$ cat src/rtl/noc_stream_pkg.sv
// Shared types and helpers for the NoC stream fan-out blocks.
package noc_stream_pkg;

    localparam int unsigned CNT_W_DEF = 16;

    typedef enum logic {
        EMPTY = 1'b0,
        FULL  = 1'b1
    } slot_state_e;

    // Select width; a single-port block still carries a 1-bit select.
    function automatic int unsigned sel_width(input int unsigned n);
        return (n > 1) ? $clog2(n) : 1;
    endfunction

endpackage

$ cat src/rtl/stream_slot.sv
// One-entry registered output stage: holds a beat until its consumer takes it,
// and can be reloaded in the same cycle it drains.
module stream_slot
    import noc_stream_pkg::*;
#(
    parameter int unsigned W = 32
) (
    input  logic         clk,
    input  logic         rst_n,
    input  logic         i_wr,
    input  logic [W-1:0] i_data,
    input  logic         i_ready,
    output logic [W-1:0] o_data,
    output logic         o_valid,
    output logic         o_can_accept
);

    slot_state_e  r_state;
    logic [W-1:0] r_data;

    always_ff @(posedge clk or negedge rst_n) begin
        if (!rst_n) begin
            r_state <= EMPTY;
            r_data  <= '0;
        end else begin
            case (r_state)
                EMPTY: begin
                    if (i_wr) begin
                        r_state <= FULL;
                        r_data  <= i_data;
                    end
                end
                FULL: begin
                    if (i_wr) begin
                        r_data <= i_data;
                    end else if (i_ready) begin
                        r_state <= EMPTY;
                    end
                end
                default: r_state <= EMPTY;
            endcase
        end
    end

    assign o_data       = r_data;
    assign o_valid      = (r_state == FULL);
    assign o_can_accept = (r_state == EMPTY) || i_ready;

`ifndef SYNTHESIS
    a_out_hold: assert property (@(posedge clk) disable iff (!rst_n)
        (o_valid && !i_ready) |=> (o_valid && $stable(o_data)));

    a_wr_when_free: assert property (@(posedge clk) disable iff (!rst_n)
        i_wr |-> o_can_accept);
`endif

endmodule

$ cat src/rtl/stream_demux.sv
// 1:N valid/ready stream steering with a per-port one-entry slot, so a stalled
// consumer only blocks beats addressed to it. Out-of-range selects are dropped.
module stream_demux
    import noc_stream_pkg::*;
#(
    parameter  int unsigned N     = 2,
    parameter  int unsigned W     = 32,
    parameter  int unsigned CNT_W = CNT_W_DEF,
    localparam int unsigned L     = sel_width(N)
) (
    input  logic                clk,
    input  logic                rst_n,
    input  logic [L-1:0]        in_s,
    input  logic [W-1:0]        in_data,
    input  logic                in_valid,
    output logic                in_ready,
    output logic [N-1:0][W-1:0] out_data,
    output logic [N-1:0]        out_valid,
    input  logic [N-1:0]        out_ready,
    output logic [CNT_W-1:0]    drop_count,
    output logic                drop_pulse
);

    logic [L-1:0]     w_idx;
    logic             w_in_range;
    logic             w_drop;
    logic [N-1:0]     w_can_accept;
    logic [N-1:0]     w_wr;
    logic [CNT_W-1:0] r_drop_count;
    logic             r_drop_pulse;

    // The range check only exists when N leaves unused select codes.
    generate
        if (N == 1) begin : g_single
            logic w_unused_s;
            assign w_unused_s = ^in_s;
            assign w_idx      = '0;
            assign w_in_range = 1'b1;
        end else if ((N & (N - 1)) == 0) begin : g_pow2
            assign w_idx      = in_s;
            assign w_in_range = 1'b1;
        end else begin : g_bounded
            assign w_idx      = in_s;
            assign w_in_range = (32'(in_s) < N);
        end
    endgenerate

    assign in_ready = w_in_range ? w_can_accept[w_idx] : 1'b1;
    assign w_drop   = in_valid && !w_in_range;

    for (genvar k = 0; k < N; k = k + 1) begin : g_slot
        assign w_wr[k] = in_valid && in_ready && w_in_range && (w_idx == L'(k));

        stream_slot #(
            .W (W)
        ) u_slot (
            .clk          (clk),
            .rst_n        (rst_n),
            .i_wr         (w_wr[k]),
            .i_data       (in_data),
            .i_ready      (out_ready[k]),
            .o_data       (out_data[k]),
            .o_valid      (out_valid[k]),
            .o_can_accept (w_can_accept[k])
        );
    end

    always_ff @(posedge clk or negedge rst_n) begin
        if (!rst_n) begin
            r_drop_count <= '0;
            r_drop_pulse <= 1'b0;
        end else begin
            r_drop_pulse <= w_drop;
            if (w_drop && (r_drop_count != '1)) begin
                r_drop_count <= r_drop_count + CNT_W'(1);
            end
        end
    end

    assign drop_count = r_drop_count;
    assign drop_pulse = r_drop_pulse;

`ifndef SYNTHESIS
    a_in_stable: assert property (@(posedge clk) disable iff (!rst_n)
        (in_valid && !in_ready) |=> ($stable(in_s) && $stable(in_data)));

    a_one_write: assert property (@(posedge clk) disable iff (!rst_n)
        $onehot0(w_wr));
`endif

endmodule

$ cat config.mk
export PLATFORM = sky130hd
export DESIGN_NAME = stream_demux
export DESIGN_NICKNAME = d
export VERILOG_FILES = /design/src/rtl/noc_stream_pkg.sv /design/src/rtl/stream_slot.sv /design/src/rtl/stream_demux.sv
export SDC_FILE = /design/constraint.sdc
export NUM_CORES = 1
export LEC_CHECK = 0
export CAP_MARGIN = 20
export CORE_AREA = 2 2 106 108
export DETAILED_ROUTE_END_ITERATION = 7
export DIE_AREA = 0 0 108 110
export GPL_TIMING_DRIVEN = 1
export PLACE_DENSITY = 0.55
export SYNTH_ARGS = -nofsm -noshare
export SYNTH_HDL_FRONTEND = slang
export SYNTH_SLANG_ARGS = --single-unit
$ cat constraint.sdc
create_clock -name clk -period 1.3 [get_ports clk]
set_input_delay 0.13 -clock clk [delete_from_list [all_inputs] [get_ports clk]]
set_output_delay 0.13 -clock clk [all_outputs]
set_load 0.03 [all_outputs]
==> results.json <==
{
  "status": "finished, violations left",
  "violations": "setup timing",
  "grt.overflow.total": 0,
  "wirelength_mm": 6.31,
  "cts_htree_levels": 3,
  "min_period_over_period": 1.16,
  "cellPowerDensity_nw_per_um2": 1570,
  "synth_cell_types": 16,
  "place.gp.congestion": 0.642,
  "period_minus_slack_ps": 1500,
  "vdd_drop_max_v": 0.000587,
  "netlist_top_cells_count": "dfrtp_1 (66), mux2_2 (32), mux2_4 (30)",
  "routed.top_layer": "met4",
  "dr.first_iter.drc_count": 53,
  "cts.clk_slew.worst_paths_ps": 80,
  "slew_viol_final": 0,
  "setup_viol": 65,
  "hp-class": "in -> async",
  "grt_pass1_wl_mm": 10.0,
  "p_leak_nw": 1.98,
  "switching_share": 0.332,
  "synth_area_sq_um": 2820,
  "chipHeight_um": 110,
  "cp-start-kind": "register",
  "pre_cts_ws_ps": -333,
  "io_buffers": 104,
  "start_util": 0.264,
  "design_area_sq_um": 4280,
  "clock_skew_ps": 6.01,
  "power_frac_seq": 0.389,
  "cp-end-kind": "register",
  "finalHoldViolations": 0,
  "ff2ff_path_depth": 5,
  "synth_cells": 167,
  "antenna_found_initial": 0,
  "synth_warnings": 0,
  "cts_made_buffers": 9,
  "crit_path_start": "g_slot[1].u_slot.o_valid",
  "cp_slowest_cell": "dfrtp_1",
  "cp_max_fo": 16,
  "p_int_mw": 4.48,
  "placed_cells": 409,
  "cts_tree": "built",
  "criticalPathCategory": "reg -> reg",
  "synth_flop_cell": "dfrtp_1",
  "num_antenna_cells": 0,
  "grt_pass1_vias": 1834,
  "r2r_setup_slack_ps": -200,
  "vias": 1721,
  "final_nets": 325,
  "ios": 122,
  "worst_slack_ps": -203,
  "cpPeakStageDelay_ps": 380,
  "place_area_sq_um": 3960,
  "clock_path_buffers": 2,
  "p_switching_mw": 2.23,
  "worst_ep_required_time_ps": 1520,
  "core_sq_um": 10700,
  "die_w_um": 108,
  "hpwl_mm": 4.09,
  "synth_edf_count": 0,
  "die_area_sq_um": 11900,
  "track_usage": 0.113,
  "synth_top_area_cell": "dfrtp_1",
  "synthTopCellsByArea": "dfrtp_1 (59%), mux2_4 (16%), mux2_2 (13%)",
  "seq_area_frac_synth": 0.586,
  "max_freq_mhz": 665,
  "ant_nets": 0,
  "avgSynthCellArea_sq_um": 16.9,
  "met1_length_mm": 2.61,
  "worstPathCellList": "and2b_2 -> buf_6 -> nor2_4 -> buf_12 -> mux2_2",
  "wl_met3_um": 351,
  "synth-seq-cells": 66,
  "clkPwrFrac": 0.282,
  "power_mw": 6.71,
  "wl_met2_mm": 3.24,
  "final_cells": 432,
  "clock_latency_ps": 330,
  "vias_per_cell": 3.98,
  "drive_above_1_share": 0.353,
  "regToRegEndpoint": "g_slot[1].u_slot.o_data[15]",
  "wire_per_inst_um": 14.6,
  "firstDrtPassIters": 3,
  "p_comb_frac": 0.329,
  "area_delta_synth_final_pct": 51.8,
  "synthArstFlopShare": 1.00,
  "critPathArrivalTime_ps": 1720,
  "grt_max_degree": 67,
  "synth_top_area_frac": 0.586,
  "drc": 0,
  "rsz0062_at_grt": "yes",
  "cts_root_buf": "clkbuf_8",
  "row_count": 38,
  "yosysMostFrequentCell": "dfrtp_1",
  "numClockSinks": 66,
  "drv_cap": 0,
  "worstReg2RegStart": "g_slot[1].u_slot.o_valid"
}
==> critical path, delay by kind of cell, from the launching register on <==
family                 cells  cell delay, ps
DFF                        1             380
and+or+nand+nor            2             350
buffers and inverters      2             310
muxes                      1             340
==> per-stage QoR <==
stage               setup TNS (ps)  hold WS [ps]  utilization
floorplan                        0          -166            -
global placement            -19480           184        0.370
detailed placement          -19890           181        0.370
CTS                          -8630           333        0.400
global route                -11500           352        0.400
finish                       -8610           337        0.400
==> how the worst max path moves through the flow <==
| stage | slack (ps) | to | cells past startpoint |
|---|---|---|---|
| after global routing | -250 | g_slot[1].u_slot.o_data[10] | 5 |
| after detailed placement | -330 | g_slot[1].u_slot.o_data[20] | 5 |
| final | -200 | g_slot[1].u_slot.o_data[15] | 5 |
| after CTS | -210 | g_slot[1].u_slot.o_data[29] | 5 |
| after floorplan | 6 | g_slot[1].u_slot.o_data[10] | 4 |
| after global placement | -330 | g_slot[0].u_slot.o_data[16] | 5 |
==> registers in the layout (all words and copies together), names as in the netlist <==
register / count
g_slot.u_slot.o_data: 64
g_slot.u_slot.o_valid: 2
==> cells in the final DEF, fill, tap and decap left out <==
cell type / synthesis / routed
buf_12: 3 / 7
nand2b_4: 2 / 2
buf_16: 0 / 1
mux2_4: 30 / 40
clkbuf_8: 0 / 13
a21oi_4: 0 / 1
clkdlybuf4s50_1: 0 / 36
dlygate4sd3_1: 0 / 1
bufinv_16: 0 / 1
conb_1: 1 / 17
mux2_1: 2 / 2
clkdlybuf4s15_1: 0 / 7
dfrtp_1: 66 / 66
dlygate4sd2_1: 0 / 57
nor2b_4: 1 / 1
and2b_2: 0 / 1
buf_6: 4 / 4
nand2_1: 2 / 2
clkinvlp_4: 0 / 2
mux2_2: 32 / 22
nand2b_1: 1 / 1
nor2_4: 1 / 1
buf_4: 19 / 5
buf_2: 0 / 1
nor2_2: 0 / 1
==> cells by family (layout without fill, tap and decap cells) <==
| group | Yosys count | in the layout | share of synthesized area |
|---|---|---|---|
| flip-flops | 66 | 66 | 0.586 |
| buffers and inverters | 26 | 135 | 0.0879 |
| AO/OA/AOI/OAI | 1 | 1 | 0.00177 |
| AND/OR/NAND/NOR | 9 | 9 | 0.0275 |
| multiplexers | 64 | 64 | 0.296 |
| other | 1 | 17 | 0.00133 |
==> power by group through the flow <==
stage          combinational (mW)  clock (mW)  sequential, mW
3_5_place_dp                 2.39           0            2.66
4_1_cts                      2.22        1.99            2.61
5_1_grt                      2.32        2.09            2.67
6_report                     2.21        1.89            2.61
2_1_floorplan               0.669           0            3.38
3_3_place_gp                 2.38           0            2.66
==> metal layers <==
metal,GRT usage,vias up
met3,0.0335,10
met2,0.186,60
met1,0.136,875
li1,-,776
met4,0.0549,0
met5,0,-
==> layout make-up <==
class / count / area, sq um
Clock buffer: 13 / 179
Clock inverter: 3 / 45.0
Fill cell: 1036 / 6420
Multi-Input combinational cell: 91 / 1030
Sequential cell: 66 / 1650
Tap cell: 140 / 175
Timing Repair Buffer: 119 / 1190
==> repair_timing <==
item | in CTS | in global routing
hold buffers | 1 | 0
pin swaps | 1 | 0
endpoints found under the setup margin | 131 | 72
gates resized for setup | 86 | 16
cloned | 2 | 0
hold endpoints to repair | 66 | 0
buffers inserted | 6 | 1
(Power assumes the default switching activity.)
